## config.mk

```make
export PLATFORM = sky130hd
export DESIGN_NAME = lab3_mem_bank_mem_arbiter
export DESIGN_NICKNAME = d
export VERILOG_FILES = /design/src/rtl/lab3_mem_bank_mem_arbiter_pkg.sv /design/src/rtl/lab3_mem_owner_queue.sv /design/src/rtl/lab3_mem_bank_mem_arbiter.sv
export SDC_FILE = /design/constraint.sdc
export NUM_CORES = 1
export LEC_CHECK = 0
export BUFFER_PORTS_ARGS = -buffer_cell sky130_fd_sc_hd__buf_2
export CORE_AREA = 2 2 644 646
export CTS_BUF_LIST = sky130_fd_sc_hd__clkbuf_2 sky130_fd_sc_hd__clkbuf_4 sky130_fd_sc_hd__clkbuf_8
export CTS_CLUSTER_DIAMETER = 120
export CTS_CLUSTER_SIZE = 14
export DETAILED_ROUTE_END_ITERATION = 10
export DIE_AREA = 0 0 646 648
export PLACE_DENSITY = 0.3
export SYNTH_ARGS = -nofsm -noshare
export SYNTH_HDL_FRONTEND = slang
export SYNTH_SLANG_ARGS = --single-unit
```

## constraint.sdc

```tcl
create_clock -name clk -period 9.05 [get_ports clk]
set_input_delay 1.3575 -clock clk [delete_from_list [all_inputs] [get_ports clk]]
set_output_delay 1.3575 -clock clk [all_outputs]
set_load 0.05 [all_outputs]
```

## src/rtl/lab3_mem_bank_mem_arbiter_pkg.sv

```systemverilog
// rtl/lab3_mem_bank_mem_arbiter_pkg.sv - shared widths and round-robin pick helper for the bank memory arbiter
package lab3_mem_bank_mem_arbiter_pkg;

  // Default 16B memory message widths (request / response)
  localparam int unsigned MEM_REQ_16B_NBITS  = 176;
  localparam int unsigned MEM_RESP_16B_NBITS = 146;

  // Upper bound on banks the pick helper can scan; bank ids fit in PICK_NBITS
  localparam int unsigned MAX_BANKS  = 32;
  localparam int unsigned PICK_NBITS = $clog2(MAX_BANKS);

  // Returns the first set bit of val scanning upward from ptr, wrapping through mask (= banks-1).
  // With no bit set the result is ptr; callers treat it as don't-care in that case.
  function automatic logic [PICK_NBITS-1:0] rr_pick(
    input logic [MAX_BANKS-1:0]  val,
    input logic [PICK_NBITS-1:0] ptr,
    input logic [PICK_NBITS-1:0] mask
  );
    logic                  found;
    logic [PICK_NBITS-1:0] idx;
    rr_pick = ptr;
    found   = 1'b0;
    for (int k = 0; k < MAX_BANKS; k++) begin
      idx = (ptr + PICK_NBITS'(k)) & mask;
      if (!found && val[idx]) begin
        found   = 1'b1;
        rr_pick = idx;
      end
    end
  endfunction

endpackage

```

## src/rtl/lab3_mem_owner_queue.sv

```systemverilog
// rtl/lab3_mem_owner_queue.sv - in-order FIFO of bank ids owning outstanding memory transactions
module lab3_mem_owner_queue #(
  parameter int unsigned p_depth    = 4,
  parameter int unsigned p_id_nbits = 2
) (
  input  logic                  clk,
  input  logic                  reset,
  input  logic                  enq_val,
  output logic                  enq_rdy,
  input  logic [p_id_nbits-1:0] enq_id,
  output logic                  deq_val,
  input  logic                  deq_rdy,
  output logic [p_id_nbits-1:0] deq_id,
  output logic                  full,
  output logic                  empty
);

  localparam int unsigned PTR_NBITS = $clog2(p_depth);
  localparam int unsigned CNT_NBITS = $clog2(p_depth + 1);

  logic [p_id_nbits-1:0] slots [p_depth];
  logic [PTR_NBITS-1:0]  wr_ptr;
  logic [PTR_NBITS-1:0]  rd_ptr;
  logic [CNT_NBITS-1:0]  count;
  logic                  enq_fire;
  logic                  deq_fire;

  // Status and handshakes; a full queue refuses enqueue even when a dequeue fires alongside
  always_comb begin
    full     = (count == CNT_NBITS'(p_depth));
    empty    = (count == '0);
    enq_rdy  = !full;
    deq_val  = !empty;
    enq_fire = enq_val & enq_rdy;
    deq_fire = deq_val & deq_rdy;
    deq_id   = slots[rd_ptr];
  end

  // Id storage, written at the tail on enqueue
  always_ff @(posedge clk) begin
    if (enq_fire) begin
      slots[wr_ptr] <= enq_id;
    end
  end

  // Pointers and occupancy wrap modulo the depth; reset discards every entry
  always_ff @(posedge clk) begin
    if (reset) begin
      wr_ptr <= '0;
      rd_ptr <= '0;
      count  <= '0;
    end else begin
      if (enq_fire) begin
        wr_ptr <= (wr_ptr == PTR_NBITS'(p_depth - 1)) ? '0 : wr_ptr + 1'b1;
      end
      if (deq_fire) begin
        rd_ptr <= (rd_ptr == PTR_NBITS'(p_depth - 1)) ? '0 : rd_ptr + 1'b1;
      end
      count <= count + CNT_NBITS'(enq_fire) - CNT_NBITS'(deq_fire);
    end
  end

endmodule

```

## src/rtl/lab3_mem_bank_mem_arbiter.sv

```systemverilog
// rtl/lab3_mem_bank_mem_arbiter.sv - round-robin share of one memory port among cache banks with in-order response steering
module lab3_mem_bank_mem_arbiter
  import lab3_mem_bank_mem_arbiter_pkg::*;
#(
  parameter int unsigned p_num_banks    = 4,
  parameter int unsigned p_req_nbits    = MEM_REQ_16B_NBITS,
  parameter int unsigned p_resp_nbits   = MEM_RESP_16B_NBITS,
  parameter int unsigned p_max_inflight = 4
) (
  input  logic                                clk,
  input  logic                                reset,
  input  logic [p_num_banks-1:0]              bank_req_val,
  output logic [p_num_banks-1:0]              bank_req_rdy,
  input  logic [p_num_banks*p_req_nbits-1:0]  bank_req_msg,
  output logic [p_num_banks-1:0]              bank_resp_val,
  input  logic [p_num_banks-1:0]              bank_resp_rdy,
  output logic [p_num_banks*p_resp_nbits-1:0] bank_resp_msg,
  output logic                                memreq_val,
  input  logic                                memreq_rdy,
  output logic [p_req_nbits-1:0]              memreq_msg,
  input  logic                                memresp_val,
  output logic                                memresp_rdy,
  input  logic [p_resp_nbits-1:0]             memresp_msg
);

  localparam int unsigned ID_NBITS = $clog2(p_num_banks);

  logic [ID_NBITS-1:0]    rr_ptr;
  logic [ID_NBITS-1:0]    grant_id;
  logic [ID_NBITS-1:0]    head_id;
  logic [p_num_banks-1:0] grant;
  logic                   any_val;
  logic                   q_enq_val;
  logic                   q_enq_rdy;
  logic                   q_deq_val;
  logic                   q_deq_rdy;
  logic                   q_full;
  logic                   q_empty;
  logic                   req_fire;

  // Combinational round-robin grant, request mux and per-bank ready
  always_comb begin
    any_val  = |bank_req_val;
    grant_id = ID_NBITS'(rr_pick(MAX_BANKS'(bank_req_val), PICK_NBITS'(rr_ptr),
                                 PICK_NBITS'(p_num_banks - 1)));
    grant    = '0;
    if (any_val) begin
      grant[grant_id] = 1'b1;
    end
    memreq_val   = !reset & any_val & !q_full;
    memreq_msg   = bank_req_msg[grant_id*p_req_nbits +: p_req_nbits];
    bank_req_rdy = grant & {p_num_banks{!reset & memreq_rdy & q_enq_rdy}};
    req_fire     = memreq_val & memreq_rdy;
    q_enq_val    = req_fire;
  end

  // Response steering to the bank at the owner-queue head; the message is broadcast
  always_comb begin
    for (int i = 0; i < p_num_banks; i++) begin
      bank_resp_val[i] = !reset & memresp_val & !q_empty & (head_id == ID_NBITS'(i));
    end
    memresp_rdy   = !reset & q_deq_val & bank_resp_rdy[head_id];
    q_deq_rdy     = memresp_val & memresp_rdy;
    bank_resp_msg = {p_num_banks{memresp_msg}};
  end

  // Round-robin pointer moves just past the granted bank on each request fire
  always_ff @(posedge clk) begin
    if (reset) begin
      rr_ptr <= '0;
    end else if (req_fire) begin
      rr_ptr <= grant_id + ID_NBITS'(1);
    end
  end

  lab3_mem_owner_queue #(
    .p_depth    (p_max_inflight),
    .p_id_nbits (ID_NBITS)
  ) u_owner_queue (
    .clk     (clk),
    .reset   (reset),
    .enq_val (q_enq_val),
    .enq_rdy (q_enq_rdy),
    .enq_id  (grant_id),
    .deq_val (q_deq_val),
    .deq_rdy (q_deq_rdy),
    .deq_id  (head_id),
    .full    (q_full),
    .empty   (q_empty)
  );

endmodule

```

[After elaboration in Yosys (flattened, before gate mapping)]
Memories as Yosys holds them, arrays and structs flattened. A register that Yosys moved wholly into a read port is not among the register bits.
Cells that the tools add are included.
Cells by class
  $add $sub $neg: 36
  multiply operators: 1
  order comparisons: 35
  eq/ne operators: 6
  shifts and indexed selects: 1
  muxes and demuxes: 137
  bitwise gates (word level): 17
  reductions and logical operators: 69
Operators with widths (number)
  704-bit by 11-bit indexed part select with 176-bit output: 1
  2-bit by 6-bit < comparator with 1-bit output, second input constant: 32
  2-bit 2-to-1 mux: 35
  1-bit 2-to-1 mux: 67
  1-bit binary-select mux with 2-bit select: 33
  2-bit by 1-bit adder with 2-bit output, second input constant: 18
  1-bit zero test: 34
  2-bit adder, second input constant: 16
  1-bit logical AND: 32
  1-bit bitwise AND: 16
  2-bit equality test, second input constant: 4
  2-bit by 3-bit < comparator with 1-bit output, second input constant: 2
  2-bit by 4-bit multiplier with 6-bit output, second input constant: 1
  4-bit bitwise AND: 1
  4-bit 2-to-1 mux: 1
  4-bit OR reduction: 1
  3-bit by 1-bit adder with 3-bit output: 1
  3-bit equality test, second input constant: 1
  3-bit zero test: 1
  3-bit by 1-bit subtractor with 3-bit output: 1
  1-bit demux with 2-bit select: 1
  2-bit by 1-bit equality test with 1-bit output, second input constant: 1
  2-bit by 1-bit greater-or-equal comparator with 1-bit output, second input constant: 1
  2-bit zero test: 1
Word-level totals
  bits in registers: 9
  memory bits (writable): 8
  input port bits: 862
  output and inout port bits: 770
  word-level logic and storage cells: 307
  memories: 1
Memory list
  u_owner_queue.slots: depth 4, width 2, rd ports 1, clocked after memory_dff 1, write ports 1, RTL line lab3_mem_owner_queue.sv:21  | logic [p_id_nbits-1:0] slots [p_depth];

[Depth between registers and ports, before layout]
Gate-level depths: netlist (run 1).
  depth in word-level cells: 102
  depth in mapped cells: 11
  gate-level depth less buffers: 11

[By module]
From an unflattened synthesis (run 1), not the netlist that was laid out.
Second synthesis, totals
  cells, all modules: 1713
  area, all modules: 10659.0 um^2
Modules (own cells, without submodules)
  lab3_mem_bank_mem_arbiter: times used 1, cells each 1651, area each 9875.7 um^2, sequential area each 40.0 um^2
  lab3_mem_owner_queue: times used 1, cells each 62, area each 783.3 um^2, sequential area each 420.4 um^2

[Least setup slack after synthesis (run 1)]
No wires, ideal clock.
  kind: input-to-output
  from: input port bank_req_val[3]
  to: output port bank_req_rdy[0]
  arrival: 4.373 ns
  slack: 3.320 ns
  stages on the path: 4
  buffers on the path: 0
  cell sequence: nor4_1 > a211oi_1 > nand2_1 > nor3_1
Between the ends
  longest elaborated chain between the ends: 102
  elaborated cells between the ends (all ways): 196
Ends and longest elaborated chain
  from (decl): RTL line lab3_mem_bank_mem_arbiter.sv:12  | input logic [p_num_banks-1:0] bank_req_val,
  1-bit binary-select mux with 2-bit select: RTL line lab3_mem_bank_mem_arbiter_pkg.sv:25  | if (!found && val[idx]) begin
  1-bit 2-to-1 mux (implied by the code): RTL line lab3_mem_bank_mem_arbiter_pkg.sv:25
  1-bit 2-to-1 mux: RTL line lab3_mem_bank_mem_arbiter_pkg.sv:25
  1-bit zero test: RTL line lab3_mem_bank_mem_arbiter_pkg.sv:25
  1-bit logical AND: RTL line lab3_mem_bank_mem_arbiter_pkg.sv:25
  1-bit 2-to-1 mux: RTL line lab3_mem_bank_mem_arbiter_pkg.sv:25
  1-bit zero test: RTL line lab3_mem_bank_mem_arbiter_pkg.sv:25
  1-bit logical AND: RTL line lab3_mem_bank_mem_arbiter_pkg.sv:25
  [86 not listed]
  1-bit logical AND: RTL line lab3_mem_bank_mem_arbiter_pkg.sv:25
  2-bit 2-to-1 mux: RTL line lab3_mem_bank_mem_arbiter_pkg.sv:25
  2-bit by 3-bit < comparator with 1-bit output (implied by the code) or 2-bit by 1-bit greater-or-equal comparator with 1-bit output (tied branches): RTL line lab3_mem_bank_mem_arbiter.sv:48  | grant[grant_id] = 1'b1;
  1-bit logical AND (implied by the code): RTL line lab3_mem_bank_mem_arbiter.sv:48
  1-bit 2-to-1 mux (implied by the code): RTL line lab3_mem_bank_mem_arbiter.sv:48
  1-bit demux with 2-bit select: RTL line lab3_mem_bank_mem_arbiter.sv:48
  4-bit 2-to-1 mux *: RTL line lab3_mem_bank_mem_arbiter.sv:47  | if (any_val) begin
  4-bit bitwise AND *: RTL line lab3_mem_bank_mem_arbiter.sv:52  | bank_req_rdy = grant & {p_num_banks{!reset & memreq_rdy & q_enq_rdy}};
  to (decl): RTL line lab3_mem_bank_mem_arbiter.sv:13  | output logic [p_num_banks-1:0] bank_req_rdy,
Mark *: on every way between the ends. The rest lies on a longest branch, timed or not. The select of a mux whose other input is x is not followed.

[Worst setup path after layout (run 1)]
  from: input port bank_req_val[0]
  to: output port memreq_msg[67]
Between the ends
  longest elaborated chain between the ends: 98
  elaborated cells between the ends (all ways): 190
Ends and longest elaborated chain
  1-bit binary-select mux with 2-bit select: RTL line lab3_mem_bank_mem_arbiter_pkg.sv:25
  1-bit 2-to-1 mux (implied by the code): RTL line lab3_mem_bank_mem_arbiter_pkg.sv:25
  1-bit 2-to-1 mux: RTL line lab3_mem_bank_mem_arbiter_pkg.sv:25
  1-bit zero test: RTL line lab3_mem_bank_mem_arbiter_pkg.sv:25
  1-bit logical AND: RTL line lab3_mem_bank_mem_arbiter_pkg.sv:25
  1-bit 2-to-1 mux: RTL line lab3_mem_bank_mem_arbiter_pkg.sv:25
  1-bit zero test: RTL line lab3_mem_bank_mem_arbiter_pkg.sv:25
  1-bit logical AND: RTL line lab3_mem_bank_mem_arbiter_pkg.sv:25
  [82 not listed]
  1-bit zero test: RTL line lab3_mem_bank_mem_arbiter_pkg.sv:25
  1-bit logical AND: RTL line lab3_mem_bank_mem_arbiter_pkg.sv:25
  1-bit 2-to-1 mux: RTL line lab3_mem_bank_mem_arbiter_pkg.sv:25
  1-bit zero test: RTL line lab3_mem_bank_mem_arbiter_pkg.sv:25
  1-bit logical AND: RTL line lab3_mem_bank_mem_arbiter_pkg.sv:25
  2-bit 2-to-1 mux *: RTL line lab3_mem_bank_mem_arbiter_pkg.sv:25
  2-bit by 4-bit multiplier with 6-bit output *: RTL line lab3_mem_bank_mem_arbiter.sv:51  | memreq_msg = bank_req_msg[grant_id*p_req_nbits +: p_req_nbits];
  704-bit by 11-bit indexed part select with 176-bit output *: RTL line lab3_mem_bank_mem_arbiter.sv:51
  to (decl): RTL line lab3_mem_bank_mem_arbiter.sv:20  | output logic [p_req_nbits-1:0] memreq_msg,
Marked as above.

==> results of run 1 <==
-- cell usage in the layout, fill, tap and decap left out, types with 2 or more instances in the layout --
master	Yosys	final
a211oi_1	3	3
a21oi_1	4	4
and3_1	5	5
buf_12	0	5
buf_16	0	8
buf_2	56	901
buf_4	585	16
buf_8	0	10
clkbuf_8	0	3
dfxtp_1	11	11
diode_2	0	23
edfxtp_1	8	8
ha_1	7	7
inv_1	9	9
mux2i_1	532	510
mux2i_2	0	18
mux2i_4	0	4
nand2_1	5	5
nor2_1	13	13
nor2b_1	3	3
nor3_1	4	4
o21ai_0	2	2
xor2_1	2	2
-- stage by stage --
step / hold WS, ns / std cells
after global placement: 0.494 / 7021
after detailed placement: 0.495 / 7040
after CTS: 0.514 / 7044
after global routing: 0.547 / 7051
after floorplan: 0.467 / 1269
final: 0.509 / 7067
-- power by group through the flow --
| stage | clock, mW | combinational [mW] | sequential [mW] |
|---|---|---|---|
| 2_1_floorplan | 0 | 1.94 | 0.108 |
| 4_1_cts | 0.0865 | 2.71 | 0.109 |
| 5_1_grt | 0.0870 | 2.72 | 0.111 |
| 3_5_place_dp | 0 | 2.71 | 0.111 |
| 6_report | 0.0759 | 2.57 | 0.109 |
| 3_3_place_gp | 0 | 2.64 | 0.112 |
-- cell families after synthesis --
family	synth area share [%]
buffers and inverters	43.0
multiplexers	48.9
AND/OR/NAND/NOR	1.80
flip-flops	4.19
AO/OA/AOI/OAI	0.889
adder cells (fa/ha/maj)	0.980
XOR/XNOR	0.239
-- final cells by class --
class | instances | area, µm²
antenna | 23 | 57.6
clock buffer | 3 | 41.3
clock inverter | 1 | 7.51
fill | 49100 | 393000
inverter | 10 | 45.0
multi-input combinational | 596 | 5940
sequential | 19 | 460
tap | 5474 | 6850
timing repair buffer | 941 | 5110
-- per-layer routing --
layer,vias up,routed length [µm],global-route usage (%)
met5,-,170,0.197
met4,12,6100,2.10
met3,237,35500,7.27
met2,1335,105000,17.1
met1,4719,54100,7.18
li1,4401,-,-
-- path summary, 6_finish.rpt --
| check | startpoint | end |
|---|---|---|
| min | u_owner_queue.wr_ptr[1] | u_owner_queue.wr_ptr[1] |
| max | bank_req_val[0] | memreq_msg[67] |
| min reg2reg | u_owner_queue.wr_ptr[1] | u_owner_queue.wr_ptr[1] |
| max reg2reg | flip-flop | u_owner_queue.count[2] |
-- critical path, stage by stage --
cell     delay, ns
buf_2         0.13
a21o_1        0.21
o31ai_4       0.30
buf_4         0.23
buf_12        0.39
mux2i_1       1.15
mux2i_1       0.41
buf_2         0.40
==> reports/results.ini, run 1 <==
[clock_network]
clk_latency_ns=0.30
cts_tree=built
cts_buffers=3
postCtsSetupBuffers=0
clkTransAtPathRegs_ns=0.11
cts_sinks=19
cts_repair_resize_count=0
cts_hold_buffers=0
clockBufferDepth=2
cts-root-buf=clkbuf_8
htreeDepth=1

[yosys]
yosysMostFrequentCell=buf_4
ys_seq_area_share_pct=4.19
synth_top_cells_by_count=buf_4, mux2i_1, buf_2, nor2_1, dfxtp_1
synthFlopType=dfxtp_1
synth_cell_types=34
synth_top_area_cell=mux2i_1
synth.avg_cell_area_um2=8.66
syn_area_um2=11000
syn_inst=1269
synthTopCellsByArea=mux2i_1, buf_4, buf_2, edfxtp_1, dfxtp_1
synth_edf_count=8
ys_warn_count=0
async_reset_ff_share_pct=0
synth_seq_cells=19
synth.net_count=2139
yosysTopAreaCellShare_pct=48.5

[worst_setup_path]
r2r_cells=11
crit_arrival_ns=5.01
rrSetupSlack_ns=5.75
crit_path_max_fanout=94
crit_path_start_kind=primary input
worstPathRequired_ns=7.69
crit_path_end_kind=primary output
critPathKind=primary input to primary output

[outcome]
violations=slew limit
status=finished with violations

[global_routing]
gr-usage-all-layers_pct=9.10
grt_max_degree=107
grt_pass1_vias=10900
antenna_found_initial=94
overflow=0
grt_pass1_wl_mm=223

[power]
vdd_drop_max_v=0.000102
swShare_pct=72.7
intPower_mw=0.750
total_power_mw=2.75
p_leak_nw=6.57
pwr-share-comb_pct=93.3
p_clk_share_pct=2.8
p_per_area_nw_per_um2=149
seq_power_share_pct=4.0
switchingPower_mw=2.00

[detailed_routing]
vias_per_cell=1.51
firstDrtPassIters=5
drc=0
wl_mm=201
ant_nets=0
drt-initial-drc-count=468
num_vias=10700
wire_per_inst_um=28.4

[sta]
setup_violations=0
fin_ws_ns=2.69
skew_ns=0.0206
grt_setup_unrepaired=false
hold_viol=0
maxSlewViolCount=19
worst_pin_slew_ns=1.51
slew_headroom_pct=-0.903
max_freq_ghz=0.157
fin_crit_ns=6.36
tns_ns=0
period_share_pct=70.3

[placement]
dp_hpwl_mm=192
placed_cell_area_um2=18400
port_buffers=901
place_congestion=0.913
place_ws_ns=2.68

[flow_run]
maxCapViolations=0

[layout]
syn_to_final_growth_pct=68.5
drive_above_1_share_pct=62.0
postLayoutCoreUtil_pct=4.49
postLayoutCellArea_um2=18500
nets=2441

[floorplan]
start_util_pct=2.67
rows=236
core_area_um2=412000
io_pins=1632
die_x_um=646
fp.dieH_um=648
dieArea_um2=419000

[hold_path]
min_path_type=flip-flop to flip-flop
holdPathStages=2

No activity file was read; power rests on OpenSTA's default activity.
==> run 2: changes to the inputs <==
--- a/config.mk
+++ b/config.mk
@@ -5,13 +5,14 @@
 export SDC_FILE = /design/constraint.sdc
 export NUM_CORES = 1
 export LEC_CHECK = 0
+export ABC_AREA = 1
 export BUFFER_PORTS_ARGS = -buffer_cell sky130_fd_sc_hd__buf_2
-export CORE_AREA = 2 2 644 646
+export CORE_AREA = 2 2 641 643
 export CTS_BUF_LIST = sky130_fd_sc_hd__clkbuf_2 sky130_fd_sc_hd__clkbuf_4 sky130_fd_sc_hd__clkbuf_8
 export CTS_CLUSTER_DIAMETER = 120
 export CTS_CLUSTER_SIZE = 14
 export DETAILED_ROUTE_END_ITERATION = 10
-export DIE_AREA = 0 0 646 648
+export DIE_AREA = 0 0 643 645
 export PLACE_DENSITY = 0.3
 export SYNTH_ARGS = -nofsm -noshare
 export SYNTH_HDL_FRONTEND = slang
==> constraint.sdc (replaced) <==
create_clock -name clk -period 5.47 [get_ports clk]
set_input_delay 0.8205 -clock clk [delete_from_list [all_inputs] [get_ports clk]]
set_output_delay 0.8205 -clock clk [all_outputs]
set_load 0.05 [all_outputs]
==> reports/results.ini, run 2 <==
[layout]
seq_area_um2=460
fillers=49300
final_cell_mix=buf_2, nand2_1, nand3_1
multi_input_comb_area_um2=6030
nets=3262
syn_to_final_growth_pct=60.4
layout_commonest_cell=buf_2
drive_above_1_share_pct=40.7
postLayoutCoreUtil_pct=4.62
final_cells=7863

[worst_setup_path]
crit_arrival_ns=3.98
rr_startpoint=u_owner_queue.count[1]
rrSetupSlack_ns=2.03
critPathKind=primary input to primary output
cp_top_family=buffers and inverters
worstPathCellList=buf_2, inv_1, nand2_1, nand2_1, nand2_1, nand2_1, nand2_2, inv_1, nand2_2, nand3_1, nand2_8, inv_8, buf_12, nand2_1, nand3_1, buf_2
startpoint=bank_req_val[0]
cpMostUsedCell=nand2_1
crit_path_end_kind=primary output
crit_path_max_fanout=69
worstPathRequired_ns=4.65
path_buf_inv=6
max_stage_delay_ns=0.56
crit_path_start_kind=primary input
critPathSlowestCell=inv_8

[sta]
tns_ns=0
hold_viol=0
setup_violations=0
worst_pin_slew_ns=1.03
max_freq_ghz=0.208
maxSlewViolCount=0
slew_headroom_pct=31.0
fin_crit_ns=4.80
period_share_pct=87.8
skew_ns=0.00546
grt_setup_unrepaired=false

[detailed_routing]
wl_met2_mm=120
ant_nets=0
num_vias=16100
top_layer=met5
wire_per_inst_um=30.1
drc=0
drt-initial-drc-count=1365
wl_mm=237
firstDrtPassIters=5
vias_per_cell=2.05
met1Wirelength_mm=58.0
met3_length_mm=48.5

[floorplan]
die_x_um=643
io_pins=1632
rows=235
dieArea_um2=415000
start_util_pct=2.88
fp.dieH_um=645
core_area_um2=408000

[clock_network]
clockBufferDepth=2
cts_buffers=3
cts_tree=built
cts_repair_resize_count=0
clk_latency_ns=0.27
cts-root-buf=clkbuf_8
postCtsSetupBuffers=0
htreeDepth=1
clkTransAtPathRegs_ns=0.08
cts_sinks=19
cts_hold_buffers=0

[global_routing]
grt_max_degree=105
antenna_found_initial=99
grt_pass1_wl_mm=272
grt_pass1_vias=15500
gr-usage-all-layers_pct=10.9
overflow=0

[power]
p_leak_nw=7.69
seq_power_share_pct=1.7
pwr-share-comb_pct=97.3
switchingPower_mw=8.77
p_clk_share_pct=1.0
total_power_mw=10.9
p_per_area_nw_per_um2=575
vdd_drop_max_v=0.000236
swShare_pct=80.8
intPower_mw=2.09

[yosys]
synth_edf_count=8
syn_inst=2152
yosysMostFrequentCell=nand2_1
ys_seq_area_share_pct=3.91
synthFlopType=dfxtp_1
synth_top_cells_by_count=nand2_1, buf_4, nand3_1, buf_2, inv_1
yosysTopAreaCellShare_pct=38.3
synthTopCellsByArea=buf_4, nand2_1, nand3_1, buf_2, edfxtp_1
synth_cell_types=25
syn_area_um2=11800
synth_seq_cells=19
synth.net_count=3022
synth_top_area_cell=buf_4
async_reset_ff_share_pct=0
synth.avg_cell_area_um2=5.47
ys_warn_count=0

[placement]
placed_cells=7838
dp_hpwl_mm=220
place_congestion=0.913
port_buffers=901

[outcome]
status=completed

[flow_run]
maxCapViolations=0

[hold_path]
min_path_type=flip-flop to flip-flop
min_from=u_owner_queue.rd_ptr[1]

==> run 2: changes by cell type after synthesis, moves of 4 or more <==
cell,before,now
nand2_1,5,784
and3_1,5,0
mux2i_1,532,0
inv_1,9,26
nand3_1,0,551
buf_6,0,12
buf_4,585,600
clkbuf_1,3,13
buf_2,56,98
nand2_2,0,4
==> run 2: final timing paths <==
path,depth (start not counted),endpoint
setup / recovery,16,memreq_msg[39]
hold / removal,2,u_owner_queue.rd_ptr[1]
setup reg to reg,11,u_owner_queue.count[2]
hold reg to reg,2,u_owner_queue.rd_ptr[1]
==> run 2: per-layer routing <==
layer,global-route usage (%),vias to the layer above
li1,-,6804
met1,7.74,7165
met2,19.9,1671
met3,10.1,404
met4,3.51,60
met5,0.416,-
==> run 2: area by class of cell <==
type / count / share of cell area (%)
well taps: 5451 / 36.1
multi-input cells: 1379 / 31.9
repair buffers: 960 / 28.3
flip-flops and latches: 19 / 2.44
inverters: 29 / 0.617
diodes: 21 / 0.278
clock buffers: 3 / 0.219
clock inverters: 1 / 0.0265
==> run 2: cells by family (layout without fill, tap and decap cells) <==
kind of cell | count (synthesis) | count (layout) | synth area share (%)
adder cells (fa/ha/maj) | 8 | 8 | 0.915
flip-flops | 19 | 19 | 3.91
buffers and inverters | 754 | 993 | 45.1
AO/OA/AOI/OAI | 12 | 12 | 0.617
other | 0 | 21 | 0
AND/OR/NAND/NOR | 1359 | 1359 | 49.4
==> run 2: power groups by stage <==
stage	Sequential [mW]	Combinational, mW	Clock, mW
2_1_floorplan	0.180	6.36	0
3_3_place_gp	0.186	11.3	0
3_5_place_dp	0.185	11.2	0
4_1_cts	0.182	11.2	0.111
5_1_grt	0.184	11.4	0.117
6_report	0.182	10.6	0.107
==> run 2: tightest hold or removal path: cells and delay by family (launching register included) <==
| family | cells | cell delay [ns] |
|---|---|---|
| AOI/OAI and AO/OA | 1 | 0.07 |
| DFF | 1 | 0.32 |
| and+or+nand+nor | 1 | 0.06 |
==> run 2: metrics by stage <==
step / hold WS [ns] / setup slack (ns) / cell area, µm²
finish: 0.504 / 0.668 / 18900
detailed placement: 0.494 / 0.431 / 18800
CTS: 0.500 / 0.429 / 18800
global placement: 0.493 / 0.300 / 18800
floorplan: 0.463 / 0.763 / 11800
global route: 0.545 / 0.229 / 18900
==> run 3: changes to the inputs <==
==> constraint.sdc (replaced) <==
create_clock -name clk -period 4.2 [get_ports clk]
set_input_delay 0.63 -clock clk [delete_from_list [all_inputs] [get_ports clk]]
set_output_delay 0.63 -clock clk [all_outputs]
set_load 0.05 [all_outputs]
==> reports/results.ini, run 3 (synthesis gave the netlist of run 2 again) <==
[clock_network]
cts_sinks=19
htreeDepth=1
clk_latency_ns=0.27
cts-root-buf=clkbuf_8
cts_buffers=3
cts_tree=built
postCtsSetupBuffers=0
clkTransAtPathRegs_ns=0.09
clockBufferDepth=2

[detailed_routing]
num_vias=16300
vias_per_cell=2.07
drc=0
wire_per_inst_um=28.6
drt-initial-drc-count=1326
wl_mm=225
firstDrtPassIters=5
ant_nets=0

[sta]
slew_headroom_pct=72.3
skew_ns=0.0118
max_freq_ghz=0.248
hold_viol=0
grt_setup_unrepaired=true
tns_ns=0
hold_ws_ns=0.505
worst_pin_slew_ns=0.415
fin_crit_ns=4.03
setup_violations=0
maxSlewViolCount=0
period_share_pct=95.9

[floorplan]
core_area_um2=408000
die_x_um=643
start_util_pct=2.88
io_pins=1632
fp.dieH_um=645
rows=235
dieArea_um2=415000

[power]
switchingPower_mw=11.8
swShare_pct=68.8
pwr-share-comb_pct=97.9
vdd_drop_max_v=0.000254
p_per_area_nw_per_um2=801
intPower_mw=5.35
total_power_mw=17.1
p_clk_share_pct=0.8
seq_power_share_pct=1.4
p_leak_nw=8.61

[global_routing]
gr-usage-all-layers_pct=10.3
grt_max_degree=66
grt_pass1_wl_mm=260
grt_pass1_vias=15700
overflow=0
antenna_found_initial=104

[outcome]
status=completed

[placement]
place_congestion=0.835
port_buffers=901
dp_hpwl_mm=211

[worst_setup_path]
cpMostUsedCell=nand3_1
crit_path_max_fanout=65
crit_path_end_kind=primary output
cp_top_family=simple AND/OR/NAND/NOR gates
critPathSlowestCell=nand3_1
crit_path_start_kind=flip-flop
worstPathCellList=inv_2, nand2_1, nand2_1, nand2_1, nand2_1, nand3_1, nand3_1, nand3_1, nand2_8, buf_12, nand3_1, nand3_1, buf_2
critPathKind=flip-flop to primary output
path_buf_inv=3
crit_arrival_ns=3.40
max_stage_delay_ns=0.38
worstPathRequired_ns=3.57

[layout]
final_cell_mix=nand2_1, buf_2, nand3_1
fillers=49000
drive_above_1_share_pct=41.8
syn_to_final_growth_pct=81.8
layout_commonest_cell=nand2_1
nets=3293

[flow_run]
maxCapViolations=0

[hold_path]
min_path_type=flip-flop to flip-flop

-- run 3: cell count changes in the layout (fill, tap and decap cells not counted), sizes merged --
cell / previous run / this run
buf: 960 / 991
diode: 21 / 14
-- run 3: repair_timing --
action | 4_1_cts | 5_1_grt
endpoints found under the setup margin | 4 | 5
hold endpoints to repair | 0 | 0
pin swaps | 0 | 0
gates resized for setup | 4 | 2
hold buffers | 0 | 0
-- run 3: final cells by class --
| cell class | instances | area [µm²] | share of cell area (%) |
|---|---|---|---|
| timing repair buffer | 991 | 7850 | 36.7 |
| tap | 5451 | 6820 | 31.9 |
| multi-input combinational | 1379 | 6060 | 28.3 |
| sequential | 19 | 460 | 2.15 |
| inverter | 29 | 116 | 0.544 |
| clock buffer | 3 | 41.3 | 0.193 |
| antenna | 14 | 35.0 | 0.164 |
| clock inverter | 1 | 5.00 | 0.0234 |
-- run 3: worst register-to-register path, delay by kind of cell, from the launching register on --
family,cells,cell delay [ns]
AO/OA/AOI/OAI,2,0.28
adder cells (fa/ha/maj),3,0.83
buffers and inverters,5,0.43
flip-flops,1,0.39
AND/OR/NAND/NOR,8,0.72
-- run 3: power by group through the flow --
| stage | registers, mW | logic, mW | clock network [mW] |
|---|---|---|---|
| CTS | 0.232 | 17.7 | 0.147 |
| finish | 0.232 | 16.8 | 0.135 |
| global route | 0.235 | 17.9 | 0.154 |
| global placement | 0.237 | 17.8 | 0 |
| detailed placement | 0.236 | 17.7 | 0 |
| floorplan | 0.234 | 8.28 | 0 |
-- run 3: per-stage QoR --
stage | worst slack, ns | cell area (µm²) | cells | utilization [%]
6_report | 0.171 | 21400 | 7887 | 5.24
3_3_place_gp | -0.230 | 21300 | 7869 | 5.21
3_5_place_dp | -0.148 | 21300 | 7869 | 5.21
5_1_grt | -0.0558 | 21400 | 7880 | 5.24
2_1_floorplan | 0.487 | 11800 | 2152 | -
4_1_cts | 0.0309 | 21300 | 7873 | 5.23
-- run 3: layer usage --
layer	global-route usage (%)	wire [µm]	up-vias
met5	0.347	529	-
met2	18.6	112000	1627
met3	8.89	43200	387
li1	-	-	6853
met1	8.23	61300	7414
met4	2.74	8150	35
-- run 3: worst paths after layout --
check / from / endpoint / slack (ns) / depth (start not counted)
worst min register to register: u_owner_queue.rd_ptr[1] / u_owner_queue.rd_ptr[1] / 0.50 / 2
worst min-delay path: u_owner_queue.rd_ptr[1] / u_owner_queue.rd_ptr[1] / 0.50 / 2
worst max-delay path: rr_ptr[0] / memreq_msg[44] / 0.17 / 13
worst max register to register: flip-flop / u_owner_queue.count[2] / 1.52 / 18
